==> config.mk <==
export PLATFORM = sky130hd
export DESIGN_NAME = uart_rx_bcd
export DESIGN_NICKNAME = d
export VERILOG_FILES = /design/src/rtl/uart_rx_bcd.sv
export SDC_FILE = /design/constraint.sdc
export NUM_CORES = 1
export LEC_CHECK = 0
export ABC_AREA = 1
export CAP_MARGIN = 20
export CORE_UTILIZATION = 58
export DETAILED_ROUTE_END_ITERATION = 16
export PLACE_DENSITY = 0.8
export SLEW_MARGIN = 10
export SYNTH_ARGS = -nofsm -noshare
export SYNTH_HDL_FRONTEND = slang
export SYNTH_SLANG_ARGS = --single-unit
==> constraint.sdc <==
create_clock -name clk -period 2.85 [get_ports clk]
set_clock_uncertainty 0.2 [all_clocks]
set_input_delay 0.4275 -clock clk [delete_from_list [all_inputs] [get_ports clk]]
set_output_delay 0.4275 -clock clk [all_outputs]
set_load 0.02 [all_outputs]
==> src/rtl/uart_rx_bcd.sv <==
// uart_rx_bcd -- UART receive front-end with binary-to-BCD conversion.
//
// Receives 8N1 frames on rxd using 16x oversampling. Each good byte is
// presented on data and split into decimal digits by a sequential
// double-dabble. The digits go out as four BCD nibbles. num1 is the
// thousands digit and is always 0 for an 8-bit value.
//
// Optional feature: define UART_RX_PARITY_EN to receive 8E1 frames. An even
// parity bit then follows bit 7, and a mismatch pulses parityError. Without
// the macro, parityError is tied low.
//
// Parameters:
//   clkFreq     system clock frequency in Hz
//   baudRate    serial bit rate; tick divisor = clkFreq/(baudRate*16), min 1
// Ports:
//   clk          system clock, rising edge
//   reset        asynchronous active-high reset
//   rxd          raw serial input, idle high, asynchronous to clk
//   data         last good received byte
//   dataReady    one-cycle pulse when data and num1..num4 update
//   num1..num4   thousands/hundreds/tens/units BCD digits
//   frameError   one-cycle pulse on a bad stop bit
//   parityError  one-cycle pulse on a parity mismatch (parity build only)
//   busy         high while the receiver is not in IDLE
module uart_rx_bcd #(
    parameter int clkFreq  = 50000000,
    parameter int baudRate = 9600
) (
    input  logic       clk,
    input  logic       reset,
    input  logic       rxd,
    output logic [7:0] data,
    output logic       dataReady,
    output logic [3:0] num1,
    output logic [3:0] num2,
    output logic [3:0] num3,
    output logic [3:0] num4,
    output logic       frameError,
    output logic       parityError,
    output logic       busy
);

    localparam int DIV_RAW = clkFreq / (baudRate * 16);
    localparam int DIV     = (DIV_RAW < 1) ? 1 : DIV_RAW;
    localparam int CNT_W   = (DIV > 1) ? $clog2(DIV) : 1;

    typedef enum logic [2:0] {
        IDLE      = 3'd0,
        START     = 3'd1,
        DATA      = 3'd2,
        PARITY    = 3'd3,
        STOP      = 3'd4,
        WAIT_IDLE = 3'd5,
        CONVERT   = 3'd6
    } state_t;

    // One double-dabble step on {bcd[11:0], bin[7:0]}: add 3 to each BCD
    // nibble that is 5 or more, then shift the whole register left by one.
    function automatic logic [19:0] dabble_step(input logic [19:0] v);
        logic [19:0] a;
        a = v;
        for (int n = 0; n < 3; n++) begin
            if (a[8+4*n +: 4] >= 4'd5) begin
                a[8+4*n +: 4] = a[8+4*n +: 4] + 4'd3;
            end else begin
                a[8+4*n +: 4] = a[8+4*n +: 4];
            end
        end
        return {a[18:0], 1'b0};
    endfunction

`ifdef UART_RX_PARITY_EN
    // Returns 1 when data plus the even-parity bit has odd weight.
    function automatic logic parity_bad(input logic [7:0] d, input logic p);
        return ^{d, p};
    endfunction
`endif

    state_t           state_q, state_d;
    logic             rxd_s1_q, rxd_s2_q;
    logic [CNT_W-1:0] cnt_q, cnt_d;
    logic [3:0]       sub_q, sub_d;
    logic [2:0]       bit_q, bit_d;
    logic [7:0]       shreg_q, shreg_d;
    logic [3:0]       conv_q, conv_d;
    logic [11:0]      bcd_q, bcd_d;
    logic [7:0]       bin_q, bin_d;
    logic [7:0]       data_q, data_d;
    logic [3:0]       num2_q, num2_d, num3_q, num3_d, num4_q, num4_d;
    logic             ready_q, ready_d;
    logic             ferr_q, ferr_d;
    logic             busy_q, busy_d;
    logic             tick_s;
    logic             rxd_s;
`ifdef UART_RX_PARITY_EN
    logic             par_q, par_d;
    logic             perr_q, perr_d;
`endif

    assign rxd_s  = rxd_s2_q;
    assign tick_s = (cnt_q == CNT_W'(DIV - 1));

    // Next-state, datapath and output-pulse decode.
    always_comb begin
        state_d = state_q;
        sub_d   = sub_q;
        bit_d   = bit_q;
        shreg_d = shreg_q;
        conv_d  = conv_q;
        bcd_d   = bcd_q;
        bin_d   = bin_q;
        data_d  = data_q;
        num2_d  = num2_q;
        num3_d  = num3_q;
        num4_d  = num4_q;
        ready_d = 1'b0;
        ferr_d  = 1'b0;
`ifdef UART_RX_PARITY_EN
        par_d   = par_q;
        perr_d  = 1'b0;
`endif
        // Free-running oversample divider, realigned to the start edge.
        if (tick_s) begin
            cnt_d = '0;
        end else begin
            cnt_d = cnt_q + CNT_W'(1);
        end

        case (state_q)
            // Level detect: IDLE is only entered with the line high, so a low
            // level here is a fresh start edge, including one that arrived
            // while CONVERT was still running.
            IDLE: begin
                if (!rxd_s) begin
                    state_d = START;
                    sub_d   = 4'd0;
                    cnt_d   = '0;
                end else begin
                    state_d = IDLE;
                end
            end
            START: begin
                if (tick_s && (sub_q == 4'd7)) begin
                    sub_d = 4'd0;
                    bit_d = 3'd0;
                    if (rxd_s) begin
                        state_d = IDLE;
                    end else begin
                        state_d = DATA;
                    end
                end else if (tick_s) begin
                    sub_d = sub_q + 4'd1;
                end else begin
                    sub_d = sub_q;
                end
            end
            DATA: begin
                if (tick_s && (sub_q == 4'd15)) begin
                    sub_d   = 4'd0;
                    shreg_d = {rxd_s, shreg_q[7:1]};
                    if (bit_q == 3'd7) begin
`ifdef UART_RX_PARITY_EN
                        state_d = PARITY;
`else
                        state_d = STOP;
`endif
                    end else begin
                        bit_d = bit_q + 3'd1;
                    end
                end else if (tick_s) begin
                    sub_d = sub_q + 4'd1;
                end else begin
                    sub_d = sub_q;
                end
            end
`ifdef UART_RX_PARITY_EN
            PARITY: begin
                if (tick_s && (sub_q == 4'd15)) begin
                    sub_d   = 4'd0;
                    par_d   = rxd_s;
                    state_d = STOP;
                end else if (tick_s) begin
                    sub_d = sub_q + 4'd1;
                end else begin
                    sub_d = sub_q;
                end
            end
`endif
            STOP: begin
                if (tick_s && (sub_q == 4'd15)) begin
                    sub_d = 4'd0;
                    if (!rxd_s) begin
                        // Framing error wins over a parity error.
                        ferr_d  = 1'b1;
                        state_d = WAIT_IDLE;
`ifdef UART_RX_PARITY_EN
                    end else if (parity_bad(shreg_q, par_q)) begin
                        perr_d  = 1'b1;
                        state_d = IDLE;
`endif
                    end else begin
                        bin_d   = shreg_q;
                        bcd_d   = 12'd0;
                        conv_d  = 4'd0;
                        state_d = CONVERT;
                    end
                end else if (tick_s) begin
                    sub_d = sub_q + 4'd1;
                end else begin
                    sub_d = sub_q;
                end
            end
            WAIT_IDLE: begin
                if (rxd_s) begin
                    state_d = IDLE;
                end else begin
                    state_d = WAIT_IDLE;
                end
            end
            // Eight shift cycles, then one cycle to publish the result.
            // shreg_q is untouched here, so it still holds the received byte.
            CONVERT: begin
                if (conv_q == 4'd8) begin
                    data_d  = shreg_q;
                    num2_d  = bcd_q[11:8];
                    num3_d  = bcd_q[7:4];
                    num4_d  = bcd_q[3:0];
                    ready_d = 1'b1;
                    state_d = IDLE;
                end else begin
                    {bcd_d, bin_d} = dabble_step({bcd_q, bin_q});
                    conv_d = conv_q + 4'd1;
                end
            end
            default: begin
                state_d = IDLE;
            end
        endcase

        busy_d = (state_d != IDLE);
    end

    // State, synchroniser and output registers.
    always_ff @(posedge clk or posedge reset) begin
        if (reset) begin
            state_q  <= IDLE;
            rxd_s1_q <= 1'b1;
            rxd_s2_q <= 1'b1;
            cnt_q    <= '0;
            sub_q    <= 4'd0;
            bit_q    <= 3'd0;
            shreg_q  <= 8'd0;
            conv_q   <= 4'd0;
            bcd_q    <= 12'd0;
            bin_q    <= 8'd0;
            data_q   <= 8'd0;
            num2_q   <= 4'd0;
            num3_q   <= 4'd0;
            num4_q   <= 4'd0;
            ready_q  <= 1'b0;
            ferr_q   <= 1'b0;
            busy_q   <= 1'b0;
`ifdef UART_RX_PARITY_EN
            par_q    <= 1'b0;
            perr_q   <= 1'b0;
`endif
        end else begin
            state_q  <= state_d;
            rxd_s1_q <= rxd;
            rxd_s2_q <= rxd_s1_q;
            cnt_q    <= cnt_d;
            sub_q    <= sub_d;
            bit_q    <= bit_d;
            shreg_q  <= shreg_d;
            conv_q   <= conv_d;
            bcd_q    <= bcd_d;
            bin_q    <= bin_d;
            data_q   <= data_d;
            num2_q   <= num2_d;
            num3_q   <= num3_d;
            num4_q   <= num4_d;
            ready_q  <= ready_d;
            ferr_q   <= ferr_d;
            busy_q   <= busy_d;
`ifdef UART_RX_PARITY_EN
            par_q    <= par_d;
            perr_q   <= perr_d;
`endif
        end
    end

    assign data       = data_q;
    assign dataReady  = ready_q;
    assign num1       = 4'd0;
    assign num2       = num2_q;
    assign num3       = num3_q;
    assign num4       = num4_q;
    assign frameError = ferr_q;
    assign busy       = busy_q;
`ifdef UART_RX_PARITY_EN
    assign parityError = perr_q;
`else
    assign parityError = 1'b0;
`endif

endmodule

After elaboration in Yosys (flattened, before gate mapping)
Index checks and enable logic that the tools add are counted.
{"block": "totals", "ff_bits": 76, "inputBits": 3, "output_inout_bits": 28, "word_cells": 99}
{"block": "classes", "n_addsub": 7, "magnitude_cmp": 3, "n_eq_ne": 17, "muxes": 42, "n_reduce_logical": 13}
{"cell": "$mux 12", "n": 3}
{"cell": "$mux 4", "n": 9}
{"cell": "$mux 3", "n": 10}
{"cell": "$mux 9", "n": 3}
{"cell": "$mux 8", "n": 3}
{"cell": "$pmux 12 s2", "n": 1}
{"cell": "$pmux 3 s6", "n": 1}
{"cell": "$pmux 8 s2", "n": 1}
{"cell": "$ne 2x2->1 const B", "n": 7}
{"cell": "$eq 3x3->1 const B", "n": 4}
{"cell": "$ge 4x3->1 const B", "n": 3}
{"cell": "$pmux 4 s3", "n": 1}
{"cell": "$add 9x1->9 const B", "n": 1}
{"cell": "$eq 9x9->1 const B", "n": 1}
{"cell": "$add 4x1->4 const B", "n": 2}
{"cell": "$add 4x2->4 const B", "n": 2}
{"cell": "$eq 4x4->1 const B", "n": 2}
{"cell": "$pmux 4 s2", "n": 1}
{"cell": "$reduce_and 4->1", "n": 2}
{"cell": "$mux 1", "n": 6}
{"cell": "$pmux 3 s2", "n": 1}
{"cell": "$reduce_and 2->1", "n": 3}
{"cell": "$reduce_bool 3->1", "n": 2}
{"cell": "$eq 4x3->1 const B", "n": 1}
{"cell": "9 further kinds", "n": 12}

Logic depth before layout (Yosys ltp)
{"block": "depth", "depth_word": 5, "ltp_mapped": 12, "depth_no_buf": 11}

Worst setup path after synthesis
No wires, ideal clock.
{"block": "synth_path", "path_type": "reg-to-reg", "from": "register cnt_q[0]", "to": "register bin_q[1]", "setup_ns": 0.123, "arrival_ns": 1.500, "t_required_ns": 2.527, "path_slack_ns": 1.027, "path_stages_with_launch": 13, "path_buffers": 1, "synth_period_minus_slack_ns": 1.823, "cell_sequence": "dfrtp_1 inv_1 ha_1 nand2_1 inv_2 nand2_4 nor2_8 nand2_4 o21ai_4 nand2_4 buf_6 nand2_2 o21ai_2"}
{"block": "synth_via", "elab_chain_cells": 4}
{"item": "from (decl)", "line": "81", "text": "logic [CNT_W-1:0] cnt_q, cnt_d;"}
{"item": "from (signal assigned)", "line": "271", "text": "cnt_q <= cnt_d;"}
{"item": "$eq 9x9->1", "line": "101", "text": "assign tick_s = (cnt_q == CNT_W'(DIV - 1));"}
{"item": "$logic_and 1x1->1", "line": "190", "text": "if (tick_s && (sub_q == 4'd15)) begin"}
{"item": "$ne 2x2->1 (no source line)"}
{"item": "$reduce_and 4->1 (no source line)"}
{"item": "to (signal assigned)", "line": "277", "text": "bin_q <= bin_d;"}
{"item": "to (decl)", "line": "87", "text": "logic [7:0] bin_q, bin_d;"}
No other way between the ends.
A chain may end at the register's enable or synchronous reset.

Worst setup path in the final report
{"block": "layout_path", "from": "register state_q[1]", "to": "register bcd_q[7]"}
{"block": "layout_via", "elab_chain_cells": 3, "elab_cells_between_ends": 8, "cone_classes": "eq/ne (5); mux (1); reduce/logical (2)"}
{"item": "from (decl)", "line": "79", "text": "state_t state_q, state_d;"}
{"item": "from (signal assigned)", "line": "268", "text": "state_q <= state_d;"}
{"item": "$eq 3x3->1", "line": "129", "text": "case (state_q)"}
{"item": "$ne 2x2->1 (no source line) or $reduce_bool 2->1 (tied branches)"}
{"item": "$reduce_and 4->1 (no source line)"}
{"item": "to (signal assigned)", "line": "254", "text": "bcd_q <= 12'd0;"}
{"item": "to (signal assigned)", "line": "276", "text": "bcd_q <= bcd_d;"}
{"item": "to (decl)", "line": "86", "text": "logic [11:0] bcd_q, bcd_d;"}
Several ways; a longest one is shown, not always the timed one.

==> flow_summary.json <==
{
  "cts_tree": "done",
  "hold_class": "in -> async",
  "antenna_left": 0,
  "internal_power_w": 0.00157,
  "highest_layer": "met4",
  "die-width_um": 83.2,
  "grt_max_degree": 45,
  "met1Wirelength_um": 3210,
  "relSlewSlack_pct": 60.7,
  "rsz0062_at_grt": "no",
  "pwr_density_cell_nw_per_um2": 458,
  "synth_warnings": 0,
  "cts_hold_buf": 0,
  "drt_iter0_markers": 198,
  "die_area_um2": 6920,
  "leakagePower_nw": 2.07,
  "start_util_pct": 60.2,
  "core_area_um2": 6350,
  "ioPinCount": 31,
  "critPathLaunchType": "register",
  "fin_crit_ns": 2.21,
  "drc": 0,
  "die_h_um": 83.2,
  "cp_common_cell": "nand2_1",
  "async_flop_share_pct": 100,
  "slowest_delay_ns": 0.37,
  "worstSetupPathType": "reg -> reg",
  "place.port_buffers": 25,
  "holdWs_ns": 0.101,
  "firstDrtPassIters": 5,
  "cts.sinks": 76,
  "yosysSeqAreaShare_pct": 49.8,
  "clock.fmax_ghz": 0.453,
  "syn-cell-area_um2": 3820,
  "final.period_utilization_pct": 77.5,
  "cp.required_ns": 2.87,
  "dr_wl_met2_um": 3400,
  "wirelength_um": 6950,
  "cts_setup_buffers": 0,
  "htree_levels": 3,
  "ys_types": 32,
  "first_global_vias": 2878,
  "finalHoldViolCount": 0,
  "p_sw_share_pct": 20.7,
  "viasPerCell": 5.29,
  "rows": 29,
  "antenna_found_initial": 0,
  "post_cts_resized": 0,
  "grt_pass1_wl_um": 12500,
  "status": "finished, final reports clean",
  "cts_root_buf": "clkbuf_8",
  "drv_slew": 0,
  "antenna_cells": 0,
  "synth_edf_count": 0,
  "max-clock-path-buffers": 2,
  "ir_drop_uv": 328,
  "numCtsBuffers": 9,
  "dr_total_vias": 2908,
  "clk_pin_slew_worst_paths_ns": 0.08,
  "dp_hpwl_um": 4770,
  "drt-wirelength-per-cell_um": 12.6,
  "cp_top_family": "simple AND/OR/NAND/NOR gates",
  "postSynthCellCount": 442,
  "power_frac_comb_pct": 1.9,
  "ys.flop_type": "dfrtp_1",
  "worstPathCellList": "inv_1 > nor2_1 > nand2_1 > inv_1 > nand2_1 > nand2_1 > nand2_4 > nand2_1 > o21ai_2",
  "syn_to_final_growth_pct": 13.3,
  "drive_gt1_share_pct": 14.6,
  "worstPathArrival_ns": 2.23,
  "gp_congestion": 0.904,
  "wl_met3_um": 295,
  "critPathMaxFanout": 44,
  "setup-tns-final_ns": 0,
  "cpMaxStageDelayCell": "dfrtp_1",
  "layout.nets": 485,
  "grt.total_usage_pct": 22.4,
  "p_switching_w": 0.000410,
  "insertion_delay_ns": 0.34,
  "cap_violations": 0,
  "p_clk_share_pct": 43.7,
  "critPathBufInv": 2,
  "ys_seq_elements": 76,
  "crit_path_end_kind": "register",
  "tightest_slew_ns": 0.589,
  "gr-total-overflow": 0,
  "synth_area_per_cell_um2": 8.65,
  "setup_violations": 0,
  "pwr-share-seq_pct": 54.5
}
[kinds of logic (layout without fill, tap and decap cells)]
group	after synthesis	after routing	share of synthesized area, %
compound gates	84	84	13.5
xor+xnor	5	5	1.15
fa+ha+maj	13	13	4.26
buf+inv	72	99	8.41
flops	76	76	49.8
other cells	1	5	0.0981
simple gates	191	191	22.8
[synthesized netlist by cell type (all sizes together) (2+ instances only)]
| master | count | share of area [%] |
|---|---|---|
| nand2 | 115 | 13 |
| dfrtp | 74 | 48 |
| o21ai | 72 | 12 |
| inv | 55 | 5.4 |
| nor2 | 32 | 3.8 |
| nand3 | 23 | 3.1 |
| ha | 13 | 4.3 |
| buf | 11 | 2.4 |
| a21oi | 8 | 1.0 |
| nand4 | 8 | 1.3 |
| clkbuf | 6 | 0.59 |
| nor3 | 6 | 0.79 |
| or2 | 6 | 0.98 |
| xor2 | 4 | 0.92 |
| dfstp | 2 | 1.4 |
| o211ai | 2 | 0.39 |
[metal layers]
layer / up-vias / global-route usage, %
li1: 1459 / -
met2: 67 / 37.0
met5: - / 0
met1: 1378 / 29.3
met3: 4 / 4.97
met4: 0 / 7.84
[state kept, by name, indices dropped and copies added (netlist names), 8 cells and up]
signal / flops
bcd_q: 12
bin_q: 8
shreg_q: 8
data: 8
cnt_q: 9
[final timing paths]
check                      slack, ns              endpoint            startpoint  cells after the start
hold / removal                  0.10  bin_q[4]$_DFFE_PP0P_                 reset                      2
setup / recovery                0.64  bcd_q[7]$_DFFE_PP0P_  state_q[1]$_DFF_PP0_                      9
hold reg to reg                 0.16       rxd_s$_DFF_PP1_    rxd_s1_q$_DFF_PP1_                      0
max in group asynchronous       1.83    rxd_s1_q$_DFF_PP1_                 reset                      3
setup reg to reg                0.64  bcd_q[7]$_DFFE_PP0P_  state_q[1]$_DFF_PP0_                      9
min in group clk                0.16       rxd_s$_DFF_PP1_    rxd_s1_q$_DFF_PP1_                      0
[cell usage in the layout (no fill, tap or decap)]
cell type and count:
nand3b_1 1, o21ai_1 11, clkinv_2 2, nand3_1 22, clkbuf_1 1, nand4_1 8, nand2_1 102, o211ai_1 2
clkdlybuf4s50_1 25, nor2_8 1, bufinv_16 2, nor2_2 4, ha_1 13, nand2_2 10, clkinvlp_4 1, o21a_1 1
nand3_2 1, or2_2 6, conb_1 5, a21oi_1 8, inv_1 52, nor3_1 6, buf_4 2, clkbuf_8 9
dfstp_2 2, buf_12 2, o21ai_0 40, dfrtp_1 74, a31oi_1 1, o21ai_4 1, xor2_1 4, nand2_4 3
inv_2 3, xnor2_1 1, o21ai_2 20, nor2_1 27
[final cells by class]
type | count | area [um2]
clock inverter | 5 | 77.6
fill | 504 | 2020
sequential | 76 | 1900
tap | 77 | 96.3
multi-input combinational | 298 | 1610
inverter | 55 | 206
clock buffer | 10 | 128
timing repair buffer | 29 | 305
[power by group through the flow]
stage | sequential, W | clock [W] | combinational (W)
6_report | 0.00108 | 0.000866 | 0.0000372
5_1_grt | 0.00108 | 0.000931 | 0.0000426
4_1_cts | 0.00108 | 0.000888 | 0.0000394
3_5_place_dp | 0.00110 | 0 | 0.0000394
3_3_place_gp | 0.00110 | 0 | 0.0000385
2_1_floorplan | 0.00110 | 0 | 0.0000281
[through the flow]
stage / worst slack, ns / instance area [um2] / total power (W) / std cells / utilization (%)
6_report: 0.642 / 4330 / 0.00198 / 550 / 68.2
4_1_cts: 0.643 / 4330 / 0.00201 / 550 / 68.2
3_5_place_dp: 0.662 / 4120 / 0.00114 / 535 / 64.9
3_3_place_gp: 0.744 / 4120 / 0.00114 / 535 / 64.9
5_1_grt: 0.414 / 4330 / 0.00205 / 550 / 68.2
2_1_floorplan: 0.287 / 3840 / 0.00113 / 446 / -
Power figures use the tool's default switching activity.
